File: config.mk
export PLATFORM = sky130hd
export DESIGN_NAME = instr_mem_arbiter_flat
export DESIGN_NICKNAME = d
export VERILOG_FILES = /design/src/rtl/instr_mem_arbiter_if.sv /design/src/rtl/instr_mem_arbiter.sv /design/src/flat_wrapper.sv
export SDC_FILE = /design/constraint.sdc
export NUM_CORES = 1
export LEC_CHECK = 0
export CORE_UTILIZATION = 30
export CTS_CLUSTER_DIAMETER = 60
export DETAILED_ROUTE_END_ITERATION = 16
export PLACE_DENSITY = 0.91
export SLEW_MARGIN = 15
export SYNTH_ARGS = -nofsm -noshare
export SYNTH_HDL_FRONTEND = slang
export SYNTH_SLANG_ARGS = --single-unit
File: constraint.sdc
create_clock -name clk_i -period 3.2 [get_ports clk_i]
set_input_delay 0.8 -clock clk_i [delete_from_list [all_inputs] [get_ports clk_i]]
set_output_delay 0.8 -clock clk_i [all_outputs]
set_load 0.03 [all_outputs]
File: src/rtl/instr_mem_arbiter_if.sv
// Bundles the core-side and memory-side signals of the two-core instruction fetch arbiter.
// The slave modport is the arbiter's view; the master modport is the environment's view.
interface instr_mem_arbiter_if;
    logic [1:0]       core_req_i;
    logic [1:0][31:0] core_addr_i;
    logic [1:0]       core_gnt_o;
    logic [1:0]       core_rvalid_o;
    logic [31:0]      core_rdata_o;
    logic             core_err_o;
    logic             mem_req_o;
    logic             mem_gnt_i;
    logic [31:0]      mem_addr_o;
    logic             mem_rvalid_i;
    logic [31:0]      mem_rdata_i;
    logic             mem_err_i;
    logic [2:0]       outstanding_o;
    logic             spurious_o;

    modport slave (
        input  core_req_i, core_addr_i, mem_gnt_i, mem_rvalid_i, mem_rdata_i, mem_err_i,
        output core_gnt_o, core_rvalid_o, core_rdata_o, core_err_o, mem_req_o, mem_addr_o,
        output outstanding_o, spurious_o
    );

    modport master (
        output core_req_i, core_addr_i, mem_gnt_i, mem_rvalid_i, mem_rdata_i, mem_err_i,
        input  core_gnt_o, core_rvalid_o, core_rdata_o, core_err_o, mem_req_o, mem_addr_o,
        input  outstanding_o, spurious_o
    );
endinterface

File: src/rtl/instr_mem_arbiter.sv
// Round-robin arbiter sharing one instruction memory port between two cores, with an
// in-order ID FIFO that steers each memory response back to the core that issued it.
module instr_mem_arbiter #(
    parameter int unsigned OUTSTANDING = 2
) (
    input  logic                 clk_i,
    input  logic                 rst_ni,
    instr_mem_arbiter_if.slave   bus
);

    typedef enum logic [0:0] {StFree, StLocked} lock_state_e;

    lock_state_e state_q, state_d;
    logic        lock_id_q, lock_id_d;
    logic        ptr_q, ptr_d;
    logic [3:0]  fifo_q, fifo_d;
    logic [1:0]  wr_q, wr_d;
    logic [1:0]  rd_q, rd_d;
    logic [2:0]  cnt_q, cnt_d;
    logic        spur_q, spur_d;

    logic sel;
    logic mem_req;
    logic hs;
    logic pop;
    logic head;

    function automatic logic [1:0] inc_ptr(input logic [1:0] p);
        return (p == 2'(OUTSTANDING - 1)) ? 2'd0 : p + 2'd1;
    endfunction

    // A pending unacknowledged request keeps its core selected until the handshake.
    always_comb begin
        sel = ptr_q;
        if (state_q == StLocked) begin
            sel = lock_id_q;
        end else begin
            unique case (bus.core_req_i)
                2'b01:   sel = 1'b0;
                2'b10:   sel = 1'b1;
                default: sel = ptr_q;
            endcase
        end
    end

    always_comb begin
        mem_req = rst_ni & bus.core_req_i[sel] & (cnt_q < 3'(OUTSTANDING));
        hs      = mem_req & bus.mem_gnt_i;
        pop     = rst_ni & bus.mem_rvalid_i & (cnt_q != 3'd0);
        head    = fifo_q[rd_q];

        bus.mem_req_o     = mem_req;
        bus.mem_addr_o    = mem_req ? bus.core_addr_i[sel] : 32'd0;
        bus.core_gnt_o    = hs ? (sel ? 2'b10 : 2'b01) : 2'b00;
        bus.core_rvalid_o = pop ? (head ? 2'b10 : 2'b01) : 2'b00;
        bus.core_rdata_o  = bus.mem_rdata_i;
        bus.core_err_o    = bus.mem_err_i;
        bus.outstanding_o = cnt_q;
        bus.spurious_o    = spur_q;
    end

    always_comb begin
        state_d   = state_q;
        lock_id_d = lock_id_q;
        ptr_d     = ptr_q;
        if (hs) begin
            state_d = StFree;
            ptr_d   = ~sel;
        end else if (mem_req) begin
            state_d   = StLocked;
            lock_id_d = sel;
        end
    end

    always_comb begin
        fifo_d = fifo_q;
        wr_d   = wr_q;
        rd_d   = rd_q;
        cnt_d  = cnt_q + {2'b00, hs} - {2'b00, pop};
        spur_d = spur_q | (bus.mem_rvalid_i & (cnt_q == 3'd0));
        if (hs) begin
            fifo_d[wr_q] = sel;
            wr_d         = inc_ptr(wr_q);
        end
        if (pop) begin
            rd_d = inc_ptr(rd_q);
        end
    end

    always_ff @(posedge clk_i or negedge rst_ni) begin
        if (!rst_ni) begin
            state_q   <= StFree;
            lock_id_q <= 1'b0;
            ptr_q     <= 1'b0;
            fifo_q    <= '0;
            wr_q      <= '0;
            rd_q      <= '0;
            cnt_q     <= '0;
            spur_q    <= 1'b0;
        end else begin
            state_q   <= state_d;
            lock_id_q <= lock_id_d;
            ptr_q     <= ptr_d;
            fifo_q    <= fifo_d;
            wr_q      <= wr_d;
            rd_q      <= rd_d;
            cnt_q     <= cnt_d;
            spur_q    <= spur_d;
        end
    end

endmodule

File: src/flat_wrapper.sv
// flat-port wrapper written by rule: the top's interface ports become plain ports
module instr_mem_arbiter_flat 
#(
    parameter int unsigned OUTSTANDING = 2
)
  (clk_i, rst_ni, bus_core_req_i, bus_core_addr_i, bus_mem_gnt_i, bus_mem_rvalid_i, bus_mem_rdata_i, bus_mem_err_i, bus_core_gnt_o, bus_core_rvalid_o, bus_core_rdata_o, bus_core_err_o, bus_mem_req_o, bus_mem_addr_o, bus_outstanding_o, bus_spurious_o);
  instr_mem_arbiter_if bus_i ();
  input  logic clk_i;
  input  logic rst_ni;
  input wire logic [$bits(bus_i.core_req_i)-1:0] bus_core_req_i;
  input wire logic [$bits(bus_i.core_addr_i)-1:0] bus_core_addr_i;
  input wire logic [$bits(bus_i.mem_gnt_i)-1:0] bus_mem_gnt_i;
  input wire logic [$bits(bus_i.mem_rvalid_i)-1:0] bus_mem_rvalid_i;
  input wire logic [$bits(bus_i.mem_rdata_i)-1:0] bus_mem_rdata_i;
  input wire logic [$bits(bus_i.mem_err_i)-1:0] bus_mem_err_i;
  output wire logic [$bits(bus_i.core_gnt_o)-1:0] bus_core_gnt_o;
  output wire logic [$bits(bus_i.core_rvalid_o)-1:0] bus_core_rvalid_o;
  output wire logic [$bits(bus_i.core_rdata_o)-1:0] bus_core_rdata_o;
  output wire logic [$bits(bus_i.core_err_o)-1:0] bus_core_err_o;
  output wire logic [$bits(bus_i.mem_req_o)-1:0] bus_mem_req_o;
  output wire logic [$bits(bus_i.mem_addr_o)-1:0] bus_mem_addr_o;
  output wire logic [$bits(bus_i.outstanding_o)-1:0] bus_outstanding_o;
  output wire logic [$bits(bus_i.spurious_o)-1:0] bus_spurious_o;
  assign bus_i.core_req_i = bus_core_req_i;
  assign bus_i.core_addr_i = bus_core_addr_i;
  assign bus_i.mem_gnt_i = bus_mem_gnt_i;
  assign bus_i.mem_rvalid_i = bus_mem_rvalid_i;
  assign bus_i.mem_rdata_i = bus_mem_rdata_i;
  assign bus_i.mem_err_i = bus_mem_err_i;
  assign bus_core_gnt_o = bus_i.core_gnt_o;
  assign bus_core_rvalid_o = bus_i.core_rvalid_o;
  assign bus_core_rdata_o = bus_i.core_rdata_o;
  assign bus_core_err_o = bus_i.core_err_o;
  assign bus_mem_req_o = bus_i.mem_req_o;
  assign bus_mem_addr_o = bus_i.mem_addr_o;
  assign bus_outstanding_o = bus_i.outstanding_o;
  assign bus_spurious_o = bus_i.spurious_o;
  instr_mem_arbiter #(.OUTSTANDING(OUTSTANDING)) u_core (.clk_i(clk_i), .rst_ni(rst_ni), .bus(bus_i));
endmodule
# Yosys cells after proc, flatten, opt, wreduce, memory -nomap -nowiden
# Index checks and enable logic that the tools add are counted.
dict set report op_classes {
  n_addsub 4
  n_eq_ne 4
  bitwise 9
  n_mux 20
  n_lt_le_gt_ge 5
  n_reduce_logical 5
}
# cell count
set op_table {}
lappend op_table {{32-bit 2-to-1 mux} 3}
lappend op_table {{2-bit 2-to-1 mux} 6}
lappend op_table {{1-bit 2-to-1 mux} 7}
lappend op_table {{1-bit bitwise AND} 6}
lappend op_table {{2-bit by 1-bit == test with 1-bit output, second input constant} 3}
lappend op_table {{2-bit by 3-bit < comparator with 1-bit output, second input constant} 2}
lappend op_table {{2-bit by 1-bit adder with 2-bit output, second input constant} 2}
lappend op_table {{4-bit bitwise mux} 1}
lappend op_table {{3-bit by 1-bit adder with 3-bit output} 1}
lappend op_table {{3-bit logical NOT} 1}
lappend op_table {{3-bit by 2-bit < comparator with 1-bit output, second input constant} 1}
lappend op_table {{3-bit nonzero test} 1}
lappend op_table {{3-bit by 1-bit subtractor with 3-bit output} 1}
lappend op_table {{1-bit binary-select mux with 2-bit select} 1}
lappend op_table {{1-bit demux with 2-bit select} 1}
lappend op_table {{2-bit == test, second input constant} 1}
lappend op_table {{2-bit by 1-bit greater-or-equal comparator with 1-bit output, second input constant} 1}
lappend op_table {{1-bit by 2-bit < comparator with 1-bit output, second input constant} 1}
lappend op_table {{1-bit inverter} 2}
lappend op_table {{1-bit case mux with 2 select lines} 1}
lappend op_table {{2-bit AND reduction} 1}
lappend op_table {{2-bit nonzero test} 1}
lappend op_table {{1-bit logical AND} 1}
lappend op_table {{1-bit OR} 1}
dict set report totals {
  output_inout_bits 74
  reg_bits 15
  input_bits 103
}

# Depth between registers and ports, before layout
# Gate-level depths: netlist of run 1.
dict set report logic_depth {
  word_depth 10
  depth_mapped 10
  depth_no_buf 10
}

# Worst setup path after synthesis of run 1
# OpenSTA, ideal clock, no wires.
dict set report synth_timing {
  kind {input-to-output}
  from {input port bus_core_req_i[0]}
  to {output port bus_mem_addr_o[31]}
  t_required_ns 2.400
  path_buffers 1
  arrival_ns 2.460
  path_stages 7
  slack_ns -0.060
  cell_sequence {inv_1 ha_1 mux2_4 o21ai_2 buf_2 nand2_1 a21oi_1}
}
dict set report synth_between {
  elab_chain_len 8
  word_cells_on_any_way 11
  classes_between {2 x eq/ne; 7 x mux; 2 x bitwise}
}
# item line_no
set synth_rtl {}
lappend synth_rtl {{start: declaration} flat_wrapper.sv:10} ;# input wire logic [$bits(bus_i.core_req_i)-1:0] bus_core_req_i;
lappend synth_rtl {{2-bit == test / 2-bit by 1-bit == test with 1-bit output (equally long branches)} instr_mem_arbiter.sv:38} ;# unique case (bus.core_req_i)
lappend synth_rtl {{1-bit case mux with 2 select lines} instr_mem_arbiter.sv:38}
lappend synth_rtl {{1-bit 2-to-1 mux} instr_mem_arbiter.sv:35} ;# if (state_q == StLocked) begin
lappend synth_rtl {{1-bit 2-to-1 mux (not written as such) (2 in a row)} instr_mem_arbiter.sv:47} ;# mem_req = rst_ni & bus.core_req_i[sel] & (cnt_q < 3'(OUTSTANDING));
lappend synth_rtl {{1-bit bitwise AND (2 in a row)} instr_mem_arbiter.sv:47}
lappend synth_rtl {{32-bit 2-to-1 mux *} instr_mem_arbiter.sv:53} ;# bus.mem_addr_o = mem_req ? bus.core_addr_i[sel] : 32'd0;
lappend synth_rtl {{end: declaration} flat_wrapper.sv:21} ;# output wire logic [$bits(bus_i.mem_addr_o)-1:0] bus_mem_addr_o;
# Every way passes the cells marked *; elsewhere a longest branch is shown, timed or not. The select of a mux whose other input is x is not followed.

# Worst setup path after layout of run 1
dict set report layout_timing {
  from {input port bus_core_req_i[0]}
  to {output port bus_mem_addr_o[20]}
}
# Same word-level chain as after synthesis.

==> results_dict.tcl, run 1 <==
set metrics [dict create \
    run_status "finished with violations" \
    violations "setup timing" \
    drt-initial-drc-count 42 \
    postRouteWirelength_um 6897 \
    die_area_sq_um 6063 \
    final_nets 435 \
    finalSetupViolations 23 \
    timing.final.crit_period_ns 3.267 \
    pwr_density_cell_nw_per_um2 711.6 \
    pre_cts_slack_ns -0.4904 \
    vias 1921 \
    layout.filler_cells 441 \
    power_mw 2.449 \
    grt_setup_unrepaired "yes" \
    yosysSeqAreaShare 0.2174 \
    clkSinkCount 15 \
    max_clock_buf_depth 2 \
    synthDistinctLibCells 34 \
    fmax_achieved_ghz 0.3061 \
    clock_latency_ns 0.24 \
    peakVddDrop_mv 0.4406 \
    synth-edff-count 0 \
    groute.usage.overall 0.2092 \
    timing.critical_path.from_type "input pin" \
    n_antenna_cell 0 \
    layout_commonest_cell "clkdlybuf4s50_1" \
    finalWeightedCongestion 0.9282 \
    ys_dominant_reg_cell "dfrtp_1" \
    synth-seq-cells 15 \
    antenna_found_initial 0 \
    yosys_warnings 0 \
    worst_setup_hold_path_clk_slew_ns 0.06 \
    grt_first_pass_wirelength_um 9970 \
    final_antenna_net_count 0 \
    tritoncts "yes" \
    max_slew.worst_pin.slew_ns 0.4717 \
    finalSetupTns_ns -0.7838 \
    slew_violations 0 \
    end_kind "primary output" \
    cts_bufs_inserted 3 \
    hold_ws_ns 0.4801 \
    synthCells 213 \
    area_growth_pct 99.28 \
    timing_worst_setup_path_type "input pin to primary output" \
    first_global_vias 2045 \
    ff_latch_area_sq_um 375.4 \
    detailedRoute.firstPassIterationCount 4 \
    globalRoute.totalOverflow 0 \
    p_leak_nw 1.414 \
    max-slew-margin-rel 0.6855 \
    min_path_type "flip-flop to flip-flop" \
    mostFrequentLayoutCells "71 x clkdlybuf4s50_1, 57 x nand2_1, 39 x buf_6" \
    core_area_sq_um 5540 \
    final-hold-violation-count 0 \
    detailed_place.area_sq_um 2718 \
    critical_path_peak_fanout 5 \
    timing.critical_path.arrival_ns 2.47 \
    dieHeight_um 77.87 \
    die-width_um 77.87 \
    num_io_pins 177 \
    synth-async-reset-ratio 1.000 \
    area_of_the_mapped_netlist_sq_um 1727 \
    start_util 0.3117 \
    drv_cap 0 \
    cts_max_level 1 \
    synth_area_per_cell_sq_um 8.106 \
    std_cell_rows 27 \
    timing.critical_path.required_ns 2.40 \
    final.setup.worst_slack_ns -0.06663 \
    number_of_nets_in_the_synthesized_netlist 321 \
    grt_max_degree 20 \
    final.period_utilization 1.021 \
    via_per_inst 4.827 \
    drcViolationCount 0 \
    skew_ns 0.001927 \
    routedWlPerCell_um 17.33 \
    final_area_sq_um 3441 \
    cts.root.buffer_cell "clkbuf_8" \
    dp_hpwl_um 4551 \
    share_of_layout_cells_above_drive_strength_1 0.4509 \
    multiInputGateArea_sq_um 1222 \
    place.port_buffers 110 \
]
## power by group
part | leakage [nW] | switching, mW | total [mW] | internal (mW)
Combinational | 1.21 | 1.01 | 1.96 | 0.954
Sequential | 0.185 | 0.0802 | 0.333 | 0.253
Clock | 0.0228 | 0.0632 | 0.151 | 0.0881
Total | 1.41 | 1.15 | 2.45 | 1.29
## stage by stage
stage	std cells	utilization
after floorplan	213	-
final	398	0.6210
after CTS	394	0.5903
after detailed placement	373	0.4905
after global routing	398	0.6210
after global placement	373	0.4905
## cell usage after synthesis (2+ instances only)
master | instances | area share
a21oi_1 | 7 | 0.020
xor2_1 | 2 | 0.010
a21oi_2 | 30 | 0.15
nor3_1 | 2 | 0.0058
ha_1 | 4 | 0.029
nor2_1 | 2 | 0.0043
inv_2 | 5 | 0.011
buf_12 | 3 | 0.035
nand2_1 | 68 | 0.15
and2_1 | 2 | 0.0072
buf_4 | 34 | 0.15
inv_1 | 5 | 0.011
nand3_1 | 3 | 0.0087
dfrtp_1 | 15 | 0.22
a21boi_1 | 2 | 0.0087
o211ai_4 | 2 | 0.025
buf_2 | 6 | 0.017
mux2_1 | 5 | 0.033
## cells by family after synthesis
group                    share of synthesized area
flip-flops                                  0.2174
XOR/XNOR                                   0.01522
AND/OR/NAND/NOR                             0.1862
buffers and inverters                       0.2283
AO/OA/AOI/OAI                               0.2500
multiplexers                               0.06231
adder cells (fa/ha/maj)                    0.04058
## path summary, 6_finish.rpt
path	start	endpoint	slack, ns	cells after the start
setup reg to reg	u_core.state_q	u_core.bus.outstanding_o[2]	0.75	10
max in group asynchronous	rst_ni	u_core.lock_id_q	2.13	2
hold reg to reg	u_core.bus.spurious_o	u_core.bus.spurious_o	0.48	1
hold / removal	u_core.bus.spurious_o	u_core.bus.spurious_o	0.48	1
min in group asynchronous	rst_ni	u_core.bus.spurious_o	0.92	2
setup / recovery	bus_core_req_i[0]	bus_mem_addr_o[20]	-0.07	11
## flip-flops by register name, indices dropped and copies added, names as in the netlist
name,flops
u_core.wr_q,2
u_core.rd_q,2
u_core.bus.outstanding_o,3
u_core.ptr_q,1
u_core.fifo_q,4
u_core.state_q,1
u_core.bus.spurious_o,1
u_core.lock_id_q,1
## cell type report
cell class	count	share of cell area
Inverter	10	0.01236
Tap cell	72	0.02618
Timing Repair Buffer	152	0.4840
Sequential cell	15	0.1091
Clock buffer	4	0.01309
Multi-Input combinational cell	145	0.3553
## critical path: stages
cell and delay (ns):
buf_8 0.08, inv_6 0.03, ha_4 0.26, mux2_4 0.32
o21ai_4 0.16, buf_12 0.14, buf_4 0.13, buf_16 0.11
nand2_1 0.10, a21oi_4 0.18, buf_6 0.15
## per-layer routing
layer / GRT usage / share of wire / vias up / routed length [um]
li1: - / - / 897 / -
met1: 0.2129 / 0.35 / 886 / 2435
met2: 0.3973 / 0.53 / 114 / 3673
met3: 0.04353 / 0.067 / 24 / 465
met4: 0.1075 / 0.047 / 0 / 323
met5: 0 / 0 / - / 0
## repair_timing
action,CTS,global route
pin swaps,13,8
gates cloned,5,1
gates resized for setup,73,31
setup endpoints to repair,35,35
buffers inserted,12,5
hold buffers,0,0
No activity file was read; power rests on OpenSTA's default activity.
==> run 2: changes to the inputs <==
RECOVER_POWER = 25   (was not set)
==> results_dict.tcl, run 2 (synthesis gave the netlist of run 1 again) <==
set metrics [dict create \
    layout_commonest_cell "clkdlybuf4s50_1" \
    regMostFlops "u_core.fifo_q" \
    finalWeightedCongestion 0.9282 \
    drv_cap 0 \
    finalSetupTns_ns -0.7838 \
    cts_hold_buffers 0 \
    final.period_utilization 1.021 \
    num_io_pins 177 \
    final_nets 435 \
    die_area_sq_um 6063 \
    final-hold-violation-count 0 \
    antenna_found_initial 0 \
    clkSinkCount 15 \
    fmax_achieved_ghz 0.3061 \
    mostFrequentLayoutCells "69 x clkdlybuf4s50_1, 57 x nand2_1, 39 x buf_6" \
    max_clock_buf_depth 2 \
    hold_ws_ns 0.4800 \
    groute.usage.overall 0.2092 \
    power_mw 2.447 \
    timing.final.crit_period_ns 3.267 \
    timing.critical_path.from_type "input pin" \
    core_area_sq_um 5540 \
    grt_first_pass_wirelength_um 9970 \
    peakVddDrop_mv 0.4410 \
    grt_setup_unrepaired "yes" \
    drt-initial-drc-count 42 \
    drcViolationCount 0 \
    start_util 0.3117 \
    timing.critical_path.arrival_ns 2.47 \
    std_cell_rows 27 \
    die-width_um 77.87 \
    postRouteWirelength_um 6898 \
    run_status "finished with violations" \
    max-slew-margin-rel 0.6855 \
    first_global_vias 2045 \
    skew_ns 0.002169 \
    vias 1922 \
    finalSetupViolations 23 \
    largest_reg_flops 4 \
    cts_max_level 1 \
    end_kind "primary output" \
    grt_max_degree 20 \
    critical_path_peak_fanout 5 \
    via_per_inst 4.829 \
    pwr_density_cell_nw_per_um2 712.0 \
    share_of_layout_cells_above_drive_strength_1 0.4479 \
    detailedRoute.firstPassIterationCount 4 \
    final_antenna_net_count 0 \
    dp_hpwl_um 4551 \
    placed_cells 373 \
    clock_latency_ns 0.24 \
    area_growth_pct 99.06 \
    timing.critical_path.required_ns 2.40 \
    p_leak_nw 1.411 \
    timing_worst_setup_path_type "input pin to primary output" \
    violations "setup timing" \
    critical_path.max_stage_delay_ns 0.32 \
    crit_slowest_cell "mux2_4" \
    finalNonFillerCells 398 \
    routedWlPerCell_um 17.33 \
    slew_violations 0 \
    dieHeight_um 77.87 \
    place.port_buffers 110 \
    cts_bufs_inserted 3 \
    cts.root.buffer_cell "clkbuf_8" \
    pre_cts_slack_ns -0.4904 \
    tritoncts "yes" \
    n_antenna_cell 0 \
    min_path_type "flip-flop to flip-flop" \
    globalRoute.totalOverflow 0 \
    worst_setup_hold_path_clk_slew_ns 0.06 \
    final.setup.worst_slack_ns -0.06663 \
    max_slew.worst_pin.slew_ns 0.4717 \
    crit_chain "buf_8 -> inv_6 -> ha_4 -> mux2_4 -> o21ai_4 -> buf_12 -> buf_4 -> buf_16 -> nand2_1 -> a21oi_4 -> buf_6" \
]
run 2: cell count changes in the layout (fill, tap and decap cells not counted):
cell,delta
clkdlybuf4s50_1,-2
buf_4,-1
clkbuf_1,+1
dlygate4sd3_1,+2
run 2: report_power, final:
part | internal [mW] | switching [mW]
clock network | 0.0881 | 0.0630
logic | 0.953 | 1.01
registers | 0.253 | 0.0801
run 2: routing by layer:
layer,vias to the layer above,global-route usage,share of wire
met3,24,0.04353,0.067
met4,0,0.1075,0.047
met1,887,0.2129,0.35
li1,897,-,-
met5,-,0,0
met2,114,0.3973,0.53
run 2: metrics by stage:
stage / utilization / area, sq um
global route: 0.6204 / 3437
CTS: 0.5903 / 3271
finish: 0.6204 / 3437
floorplan: - / 1730
global placement: 0.4905 / 2718
detailed placement: 0.4905 / 2718
run 2: cell type report:
type,count,area (sq um)
clock buffer,4,45.04
fill,442,2103
sequential,15,375.4
inverter,10,42.54
timing repair buffer,152,1662
multi-input combinational,145,1222
tap,72,90.09
run 2: critical path, delay by kind of cell:
| family | cells | cell delay (ns) |
|---|---|---|
| buffers and inverters | 6 | 0.64 |
| AO/OA/AOI/OAI | 2 | 0.34 |
| multiplexers | 1 | 0.32 |
| adder cells (fa/ha/maj) | 1 | 0.26 |
| AND/OR/NAND/NOR | 1 | 0.10 |
run 2: final timing paths:
kind,from,endpoint,slack (ns),cells past startpoint
setup / recovery,bus_core_req_i[0],bus_mem_addr_o[20],-0.07,11
hold / removal,u_core.bus.spurious_o,u_core.bus.spurious_o,0.48,1
setup reg to reg,u_core.state_q,u_core.bus.outstanding_o[2],0.75,10
hold reg to reg,u_core.bus.spurious_o,u_core.bus.spurious_o,0.48,1
max in group asynchronous,rst_ni,u_core.fifo_q[3],1.88,2
min in group asynchronous,rst_ni,u_core.bus.outstanding_o[0],1.00,2
run 2: timing repair:
item | in CTS | in global routing
setup buffers | 12 | 5
setup endpoints to repair | 35 | 35
resized for setup | 73 | 31
gates cloned | 5 | 1
pin swaps | 13 | 8
==> edit (flow settings as in run 1) <==
Reset style: synchronous (`rst_ni`), changed in one clocked block.
--- a/src/rtl/instr_mem_arbiter.sv
+++ b/src/rtl/instr_mem_arbiter.sv
@@ -87,7 +87,7 @@
         end
     end
 
-    always_ff @(posedge clk_i or negedge rst_ni) begin
+    always_ff @(posedge clk_i) begin
         if (!rst_ni) begin
             state_q   <= StFree;
             lock_id_q <= 1'b0;
Check against the original RTL: differs if rst_ni is asserted again (counterexample within 4 cycles, from zero or initial values and one cycle with rst_ni low); with rst_ni held inactive, the same outputs for 10 cycles.
==> edit against run 1 <==
- the flow still finishes with violations (negative setup slack)
- synthesized cell count rose by 6.6%
- wire length fell by 19%
- setup slack got worse by 23 ps
- worst hold slack got worse by 31 ps
- critical endpoint is now bus_mem_addr_o[29]
- sequential cell count did not move
- critical path type unchanged
- total power fell by 27%
- area after synthesis fell by 12%
- design area fell by 5.5%
- largest power group unchanged
==> edit: results (changes against run 1) <==
top fanout value on the critical path=6 (+1); r2r worst-path depth=13 (+3); number of standard cells in the layout, taps in and fillers out=389 (-2.3%); violated checks=negative setup slack; met2 global-route usage=0.408 (+0.0111); Setup Viol. Count Final=33 (+43%); routed wl met2=3070 um (-17%); vias in the first global route=1884 (-7.9%); GRT Util Overall=0.203 (-0.00607); sum of routed wire segments on met1=2180 um (-11%); filler cell count in the final layout=343 (-22%); aggregate negative setup slack=-1020 ps (-237 ps); nets in the synthesized netlist=335 (+4.4%); met3 layer usage reported by global route=0.0276 (-0.0159); power drawn by the combinational cells=1.37 mW (-30%); Hold EP=u_core.rd_q[1]; proportion of layout cells with a drive suffix above 1=0.404 (-0.0472); power spent charging and discharging nets=831 uW (-28%); depth of the worst hold-timing path=2 (+1); arrival time at the worst endpoint=2490 ps (+20 ps); Overall Power=1.78 mW (-27%); Hold Slack=449 ps (-30.7 ps); ranking of synthesized cells by area=dfxtp_1 (20%), nand2_1 (18%), buf_4 (16%); placed inst area=2710 um2 (-0.32%); number of DRC markers after the initial detailed-route iteration=73 (+74%); launch instance of the worst register-to-register path=u_core.bus.outstanding_o[1]; placed wire-length estimate after detailed placement=3680 um (-19%); proportion of synthesized flip-flops having asynchronous set or reset=0 (-1.00); transition time at the pin with the least slew margin=318 ps (-154 ps); routed length on met3=291 um (-37%); outcome=finished, violations left; global-route wire length before repair=8460 um (-15%); R2R Path End=u_core.bus.outstanding_o[2]; post-route setup slack=-89.8 ps (-23.1 ps)
edit: cell types whose count changed after synthesis, moves of 6 or more:
cell     before  now
a21oi_1       7   35
a21oi_2      30    0
dfrtp_1      15    0
dfxtp_1       0   15
inv_1         5   12
mux2i_1       0    6
edit: what timing repair did:
item | 4_1_cts | 5_1_grt
pin swaps | 5 | 6
resized for setup | 60 | 40
setup endpoints to repair | 37 | 35
gates cloned | 4 | 1
buffers inserted | 9 | 1
edit: final cells by class:
cell class                 count  area, um2  share of cell area
tap                           67       83.8              0.0258
sequential                    15        300              0.0923
clock inverter                 1       5.00             0.00154
timing repair buffer         136       1500               0.461
multi-input combinational    154       1260               0.389
clock buffer                   3       41.3              0.0127
inverter                      13       56.3              0.0173
edit: cell families after synthesis:
family | synth area share
and+or+nand+nor | 0.244
muxes | 0.0964
xor gates and xnor gates | 0.0115
AOI/OAI and AO/OA | 0.173
DFF | 0.198
buffers and inverters | 0.231
adders and majority gates | 0.0461
